### config.mk
export PLATFORM = sky130hd
export DESIGN_NAME = alu_share_arb
export DESIGN_NICKNAME = d
export VERILOG_FILES = /design/src/rtl/alu_share_arb.sv
export SDC_FILE = /design/constraint.sdc
export NUM_CORES = 1
export LEC_CHECK = 0
export ABC_CLOCK_PERIOD_IN_PS = 3800
export BUFFER_PORTS_ARGS = -buffer_cell sky130_fd_sc_hd__buf_2
export CORE_AREA = 2 2 234 236
export CTS_CLUSTER_DIAMETER = 100
export DETAILED_ROUTE_END_ITERATION = 12
export DIE_AREA = 0 0 236 238
export HOLD_SLACK_MARGIN = 0.06
export PLACE_DENSITY = 0.35
export SYNTH_ARGS = -nofsm -noshare
export SYNTH_HDL_FRONTEND = slang
export SYNTH_SLANG_ARGS = --single-unit
### constraint.sdc
create_clock -name clk -period 3.8 [get_ports clk]
set_input_delay 0.19 -clock clk [delete_from_list [all_inputs] [get_ports clk]]
set_output_delay 0.19 -clock clk [all_outputs]
set_load 0.02 [all_outputs]
### src/rtl/alu_share_arb.sv
// rtl/alu_share_arb.sv - round-robin sharing of one ALU between two requesters with registered response slots
// Optional: define ALU_SHARE_ARB_PERF_EN to add perf_grant_0/perf_grant_1/perf_conflict counters.
module alu_share_arb #(
    parameter int WIDTH   = 64,
    parameter int CNTRL_W = 3
) (
    input  logic               clk,
    input  logic               reset,
    input  logic               req_valid_0,
    input  logic               req_valid_1,
    output logic               req_ready_0,
    output logic               req_ready_1,
    input  logic [WIDTH-1:0]   req_A_0,
    input  logic [WIDTH-1:0]   req_A_1,
    input  logic [WIDTH-1:0]   req_B_0,
    input  logic [WIDTH-1:0]   req_B_1,
    input  logic [CNTRL_W-1:0] req_cntrl_0,
    input  logic [CNTRL_W-1:0] req_cntrl_1,
    output logic               rsp_valid_0,
    output logic               rsp_valid_1,
    input  logic               rsp_ready_0,
    input  logic               rsp_ready_1,
    output logic [WIDTH-1:0]   rsp_result_0,
    output logic [WIDTH-1:0]   rsp_result_1,
    output logic [3:0]         rsp_flags_0,
    output logic [3:0]         rsp_flags_1,
    output logic               rsp_err_0,
    output logic               rsp_err_1,
    output logic [WIDTH-1:0]   alu_A,
    output logic [WIDTH-1:0]   alu_B,
    output logic [CNTRL_W-1:0] alu_cntrl,
    input  logic [WIDTH-1:0]   alu_result,
    input  logic               alu_negative,
    input  logic               alu_zero,
    input  logic               alu_overflow,
`ifdef ALU_SHARE_ARB_PERF_EN
    output logic [31:0]        perf_grant_0,
    output logic [31:0]        perf_grant_1,
    output logic [31:0]        perf_conflict,
`endif
    input  logic               alu_carry_out
);

    localparam logic [CNTRL_W-1:0] OP_ILL_LO = CNTRL_W'(3'b001);
    localparam logic [CNTRL_W-1:0] OP_ILL_HI = CNTRL_W'(3'b111);

    typedef enum logic {
        SLOT_EMPTY = 1'b0,
        SLOT_FULL  = 1'b1
    } slot_state_t;

    slot_state_t slot_q_0, slot_q_1;
    slot_state_t slot_d_0, slot_d_1;

    logic               last_grant;
    logic               free_0, free_1;
    logic               elig_0, elig_1;
    logic               grant_0, grant_1;
    logic [WIDTH-1:0]   sel_A, sel_B;
    logic [CNTRL_W-1:0] sel_cntrl;
    logic               sel_illegal;
    logic [WIDTH-1:0]   load_result;
    logic [3:0]         load_flags;

    // A slot is free if empty or being drained this cycle, so a port can reissue back-to-back.
    always_comb begin
        free_0  = (slot_q_0 == SLOT_EMPTY) || rsp_ready_0;
        free_1  = (slot_q_1 == SLOT_EMPTY) || rsp_ready_1;
        elig_0  = req_valid_0 && free_0;
        elig_1  = req_valid_1 && free_1;
        grant_0 = !reset && elig_0 && (!elig_1 || last_grant);
        grant_1 = !reset && elig_1 && (!elig_0 || !last_grant);
    end

    assign req_ready_0 = grant_0;
    assign req_ready_1 = grant_1;

    // Illegal ops still transfer but keep the ALU quiet and load a zeroed error response.
    always_comb begin
        sel_A       = grant_1 ? req_A_1 : req_A_0;
        sel_B       = grant_1 ? req_B_1 : req_B_0;
        sel_cntrl   = grant_1 ? req_cntrl_1 : req_cntrl_0;
        sel_illegal = (sel_cntrl == OP_ILL_LO) || (sel_cntrl == OP_ILL_HI);
        alu_A       = '0;
        alu_B       = '0;
        alu_cntrl   = '0;
        if ((grant_0 || grant_1) && !sel_illegal) begin
            alu_A     = sel_A;
            alu_B     = sel_B;
            alu_cntrl = sel_cntrl;
        end
        load_result = sel_illegal ? '0 : alu_result;
        load_flags  = sel_illegal ? 4'b0000
                                  : {alu_negative, alu_zero, alu_overflow, alu_carry_out};
    end

    always_comb begin
        slot_d_0 = slot_q_0;
        slot_d_1 = slot_q_1;
        if (grant_0) begin
            slot_d_0 = SLOT_FULL;
        end else if (rsp_ready_0) begin
            slot_d_0 = SLOT_EMPTY;
        end
        if (grant_1) begin
            slot_d_1 = SLOT_FULL;
        end else if (rsp_ready_1) begin
            slot_d_1 = SLOT_EMPTY;
        end
    end

    always_ff @(posedge clk) begin
        if (reset) begin
            slot_q_0     <= SLOT_EMPTY;
            slot_q_1     <= SLOT_EMPTY;
            last_grant   <= 1'b1;
            rsp_result_0 <= '0;
            rsp_result_1 <= '0;
            rsp_flags_0  <= 4'b0000;
            rsp_flags_1  <= 4'b0000;
            rsp_err_0    <= 1'b0;
            rsp_err_1    <= 1'b0;
        end else begin
            slot_q_0 <= slot_d_0;
            slot_q_1 <= slot_d_1;
            if (grant_0) begin
                rsp_result_0 <= load_result;
                rsp_flags_0  <= load_flags;
                rsp_err_0    <= sel_illegal;
                last_grant   <= 1'b0;
            end
            if (grant_1) begin
                rsp_result_1 <= load_result;
                rsp_flags_1  <= load_flags;
                rsp_err_1    <= sel_illegal;
                last_grant   <= 1'b1;
            end
        end
    end

    assign rsp_valid_0 = (slot_q_0 == SLOT_FULL);
    assign rsp_valid_1 = (slot_q_1 == SLOT_FULL);

`ifdef ALU_SHARE_ARB_PERF_EN
    always_ff @(posedge clk) begin
        if (reset) begin
            perf_grant_0  <= '0;
            perf_grant_1  <= '0;
            perf_conflict <= '0;
        end else begin
            if (grant_0) begin
                perf_grant_0 <= perf_grant_0 + 32'd1;
            end
            if (grant_1) begin
                perf_grant_1 <= perf_grant_1 + 32'd1;
            end
            if (elig_0 && elig_1) begin
                perf_conflict <= perf_conflict + 32'd1;
            end
        end
    end
`endif

endmodule

**Word-level counts from Yosys, hierarchy flattened**

Index checks and enable logic that the tools add are counted.

- Bitwise operators: 2
- Reductions and logical operators: 21
- Mux-type cells: 12
- Eq/ne operators: 2

Operators by type and width:

| cell | number |
|---|---|
| $mux 64 | 5 |
| $logic_and 1x1->1 | 7 |
| $logic_or 1x1->1 | 6 |
| $mux 3 | 2 |
| $logic_not 1->1 | 5 |
| $mux 1 | 4 |
| $mux 4 | 1 |
| $reduce_bool 2->1 | 2 |
| $eq 3x1->1 const B | 1 |
| $eq 3x3->1 const B | 1 |
| $not 1->1 | 2 |
| $reduce_or 2->1 | 1 |

- Input bits: 336
- Output and inout port bits: 273
- Bits in registers: 141
- Word-level logic and storage cells: 46

**Logic depth before layout (Yosys ltp)**

- Depth after elaboration: 12
- Mapped depth: 7
- Mapped depth without buffers: 5

**Least setup slack after synthesis**

No wires, ideal clock.

- Path type: register to output
- From: register slot_q_0 (netlist: rsp_valid_0)
- To: output alu_cntrl[1]
- Setup slack: 1,702 ps
- Required time: 3,610 ps
- Arrival: 1,908 ps
- Buffers on the path: 2
- Cell stages (with the launch flop): 7
- Path through: dfxtp_1 -> nor2b_1 -> o2111ai_1 -> buf_4 -> buf_8 -> and3_1 -> nor4_1

- Word-level cells in the longest chain between the ends: 12
- Elaborated cells between the ends (all ways): 16
- Those cells by class: eq/ne: 2; mux: 2; bitwise: 1; reduce/logical: 11

RTL lines:

| element | line | RTL |
|---|---|---|
| start: declaration | 52 | `slot_state_t slot_q_0, slot_q_1;` |
| start signal: assignment | 124 | `slot_q_0 <= slot_d_0;` |
| $not 1->1 * | 67 | `free_0 = (slot_q_0 == SLOT_EMPTY) \|\| rsp_ready_0;` |
| $logic_or 1x1->1 * | 67 |  |
| $logic_and 1x1->1 * | 69 | `elig_0 = req_valid_0 && free_0;` |
| $logic_not 1->1 | 72 | `grant_1 = !reset && elig_1 && (!elig_0 \|\| !last_grant);` |
| $logic_or 1x1->1 | 72 |  |
| $logic_and 1x1->1 | 72 |  |
| $mux 3 | 82 | `sel_cntrl = grant_1 ? req_cntrl_1 : req_cntrl_0;` |
| $eq 3x1->1 or $eq 3x3->1 (tied branches) | 83 | `sel_illegal = (sel_cntrl == OP_ILL_LO) \|\| (sel_cntrl == OP_ILL_HI);` |
| $logic_or 1x1->1 | 83 |  |
| $logic_not 1->1 | 87 | `if ((grant_0 \|\| grant_1) && !sel_illegal) begin` |
| $logic_and 1x1->1 | 87 |  |
| $mux 3 * | 87 |  |
| end: declaration | 31 | `output logic [CNTRL_W-1:0] alu_cntrl,` |

Every way passes the cells marked *; elsewhere a longest branch is shown, timed or not.

**Worst setup path in the final report**

- From: register last_grant
- To: output alu_B[61]

- Word-level cells in the longest chain between the ends: 9
- Elaborated cells between the ends (all ways): 14
- Those cells by class: eq/ne: 2; mux: 3; reduce/logical: 9

RTL lines:

| element | line | RTL |
|---|---|---|
| start: declaration | 55 | `logic last_grant;` |
| start signal: assignment | 116 | `last_grant <= 1'b1;` |
| start signal: assignment | 130 | `last_grant <= 1'b0;` |
| start signal: assignment | 136 | `last_grant <= 1'b1;` |
| $logic_not 1->1 | 72 |  |
| $logic_or 1x1->1 | 72 |  |
| $logic_and 1x1->1 | 72 |  |
| $mux 3 | 82 |  |
| $eq 3x1->1 or $eq 3x3->1 (tied branches) | 83 |  |
| $logic_or 1x1->1 | 83 |  |
| $logic_not 1->1 | 87 |  |
| $logic_and 1x1->1 | 87 |  |
| $mux 64 * | 87 |  |
| end: declaration | 30 | `output logic [WIDTH-1:0] alu_B,` |

Marked as above.

==> parameters.txt <==
Parameter                              Value

Routing
  Via count    between 7k and 8k
  Total iterations of the first detailed-routing run    4
  Residual antenna-violating net count after detailed routing    0
  Wire length after detailed routing    40,200 um
  DRC violations left    0
  Number of violations reported at the end of detailed-routing iteration 0    205
  Wirelength per Cell    19.9 um
  Drt via density    3.91

Place
  Weighted congestion reported at the end of routability-driven placement    0.836
  IO Port Bufs    a little over 600
  HPWL after detailed placement    32,300 um

Floorplanning
  Core outline area    53,500 sq um
  Number of placed I/O pins    609
  Width of the die    236 um
  Die height    238 um
  DIE AREA    56,200 sq um
  Initial core utilization    0.137
  Row count    between 80 and 90

Synthesis
  YS warnings    0
  Post-Synthesis Cell Area    7330 sq um
  Unique masters post-synth    38
  Post-synthesis cell count    ~650
  Sequential share of the synthesized area    0.385
  Synthesized area divided by synthesized cell count    11.3 sq um
  Register bit count reported by yosys    141
  Synthesized net count    983

GRT
  All-Layer GR Usage    0.136
  Wire length of the first global-routing pass    ~56,000 um
  Largest net degree at the start of global routing    between 100 and 150
  Via count of the first global-routing pass    approximately 8.1k
  Total congestion overflow    0
  Number of antenna violations at the first check in global routing    24

Power and ir drop
  Total Power    4.54 mW
  Internal power    3.02 mW
  Part of the power in combinational logic    0.296
  Register share of total power    0.357
  Power density over cell area    365 nW/um^2
  Clock Power Share    0.347
  Switching Power    1.51 mW
  Switching share of power    0.334
  Reported leakage power    6.61 nW
  Peak ir drop on the vdd network    0.217 mV

Clock tree
  H-Tree Depth    4
  Max Root-Sink Buffers    2
  Number of clock sinks seen by CTS    141
  Library cell used as clock root buffer    clkbuf_16
  Post-CTS Setup Repair Bufs    0
  CTS tree    yes
  Skew-Pair Late Insertion Delay    430 ps
  Number of instances resized during post-cts repair    0
  Clock slew seen by the registers of the worst setup and hold paths    around 60 ps
  Inserted Clock Buffers    17

Timing
  Max-slew violations    0
  Count of final hold-check violations    0
  Final period util    0.825
  Setup TNS    0 ps
  Count of endpoints failing setup in the final report    0
  Min Clock Period, post-route    3140 ps
  Setup repair after global routing missed its margin    false
  Final setup skew    roughly 9.9 ps
  Top achievable clock speed    0.319 GHz
  Relative slew slack    0.261
  Final-layout worst hold slack    121 ps
  Slew at the pin with the worst max-slew slack    1100 ps

Worst setup path
  Destination of the worst register-to-register timing path    rsp_result_1[39]
  Crit Path Category    flip-flop to output port
  Endpoint type of the worst setup path    output port
  Most frequent cell on the critical path    buf_12
  Cell with the largest stage delay on the worst path    o2111ai_4
  Worst endpoint data arrival time    between 2000 and 3000 ps
  Worst r2r src    rsp_valid_0
  Worst stage delay on the critical path    650 ps
  Critical path fanouts, max    41
  Crit-path leading delay family    buffers and inverters
  Critical Path RT    3610 ps
  Register-to-register path setup slack    1520 ps
  Number of buffer and inverter stages on the critical path    3
  Register-to-Register Path Depth    5
  Sort of element at the start of the critical path    flip-flop
  Cells along the critical path    nand2_2, o2111ai_4, buf_12, buf_12, mux2i_1, nor3_2, buf_2

Hold path
  Worst Hold Path Cells    3
  Worst min-delay path endpoint    last_grant
  Hold wc startpoint    reset
  Class of the tightest hold or removal check    primary input to flip-flop

Run status
  Status    finished clean

Layout
  Share of cells above drive strength 1    0.610
  Final Net Count    1,636
  Area grow syn2layout    69.5%
  Final core utilization    0.232

Flow run
  Max-cap violations    0
==> how the worst max path moves through the flow <==
stage,to,slack [ps],startpoint,depth (start not counted)
finish,alu_B[61],660,last_grant,7
global route,alu_B[61],500,last_grant,7
CTS,alu_B[61],530,last_grant,7
detailed placement,alu_B[61],1010,last_grant,7
global placement,alu_B[61],1000,last_grant,7
floorplan,alu_cntrl[1],1700,rsp_valid_0,6
==> cells in the mapped netlist <==
master / count / area, sq um
dfxtp_1: 141 / 2820
a22o_1: 136 / 1190
mux2i_1: 128 / 1280
nor3_2: 120 / 1200
buf_4: 20 / 150
buf_2: 17 / 85.1
clkbuf_1: 17 / 63.8
buf_6: 12 / 135
nor3_1: 9 / 45.0
a21oi_1: 4 / 20.0
and3_1: 4 / 25.0
clkbuf_4: 4 / 30.0
nand2_1: 3 / 11.3
a22oi_1: 2 / 15.0
inv_2: 2 / 7.51
nand3b_1: 2 / 15.0
nor2_1: 2 / 7.51
nor2_2: 2 / 12.5
nor4_1: 2 / 12.5
xnor2_1: 2 / 17.5
a21oi_2: 1 / 8.76
a2bb2o_1: 1 / 10.0
a2bb2oi_2: 1 / 15.0
a311oi_4: 1 / 26.3
and2_1: 1 / 6.26
buf_1: 1 / 3.75
buf_8: 1 / 15.0
inv_1: 1 / 3.75
nand2_2: 1 / 6.26
nand2b_1: 1 / 6.26
nand2b_4: 1 / 13.8
nor2b_1: 1 / 6.26
nor2b_2: 1 / 8.76
o2111ai_1: 1 / 8.76
o21ai_0: 1 / 5.00
o21ai_1: 1 / 5.00
o311a_1: 1 / 10.0
o311ai_4: 1 / 26.3
==> power groups by stage <==
stage	Sequential [mW]	Combinational, mW	Clock, mW
floorplan	1.76	0.639	0
finish	1.62	1.34	1.57
global placement	1.65	1.31	0
detailed placement	1.65	1.31	0
CTS	1.62	1.37	1.64
global route	1.63	1.44	1.69
==> timing repair <==
action / 4_1_cts / 5_1_grt
hold buffers: 68 / 0
setup endpoints to repair: 0 / 0
endpoints found under the hold margin: 136 / 0
==> final cells by class <==
| cell class | instances | area (sq um) |
|---|---|---|
| fillers | 5922 | 41100 |
| repair buffers | 706 | 4080 |
| multi-input cells | 431 | 4070 |
| flip-flops and latches | 141 | 2820 |
| well taps | 696 | 871 |
| clock buffers | 18 | 429 |
| clock inverters | 14 | 121 |
| diodes | 11 | 27.5 |
| inverters | 3 | 11.3 |
==> state kept, by name, indices dropped and copies added, names as in the netlist <==
signal,flops
rsp_result_1,64
rsp_flags_1,4
rsp_err_0,1
rsp_valid_1,1
rsp_err_1,1
rsp_flags_0,4
rsp_result_0,64
last_grant,1
rsp_valid_0,1
==> worst register-to-register path: cells and delay by family, from the launching register on <==
kind            cells  cell delay [ps]
compound gates      3             1030
buf+inv             1              470
flops               1              390
simple gates        1              330
==> cell families (layout without fill, tap and decap cells) <==
group,Yosys count,after routing,share of synthesized area
AO/OA/AOI/OAI,151,151,0.183
XOR/XNOR,2,2,0.00239
buffers and inverters,75,741,0.0674
flip-flops,141,141,0.385
multiplexers,128,128,0.175
other,0,11,0
AND/OR/NAND/NOR,150,150,0.188
==> cells in the final DEF (no fill, tap or decap), types with 4 or more instances in the layout <==
cell,n
nor3_1,9
buf_2,607
and3_1,4
diode_2,11
buf_4,20
nor3_2,119
buf_12,10
a22o_1,136
clkinv_4,4
dfxtp_1,141
a21oi_1,4
dlygate4sd3_1,68
clkinv_2,5
mux2i_1,128
clkbuf_16,17
==> stage by stage <==
stage	cells	cell area [sq um]	setup slack, ps
floorplan	647	7330	1700
global placement	1909	11200	1000
detailed placement	1909	11200	1010
CTS	2009	12400	528
global route	2018	12400	502
finish	2020	12400	664
==> per-layer routing <==
layer | track usage | up-vias | wire length [um]
li1 | - | 3786 | -
met1 | 0.141 | 3683 | 14900
met2 | 0.251 | 366 | 21700
met3 | 0.0456 | 48 | 2830
met4 | 0.0537 | 6 | 709
met5 | 0 | - | 44
Power figures use the tool's default switching activity.
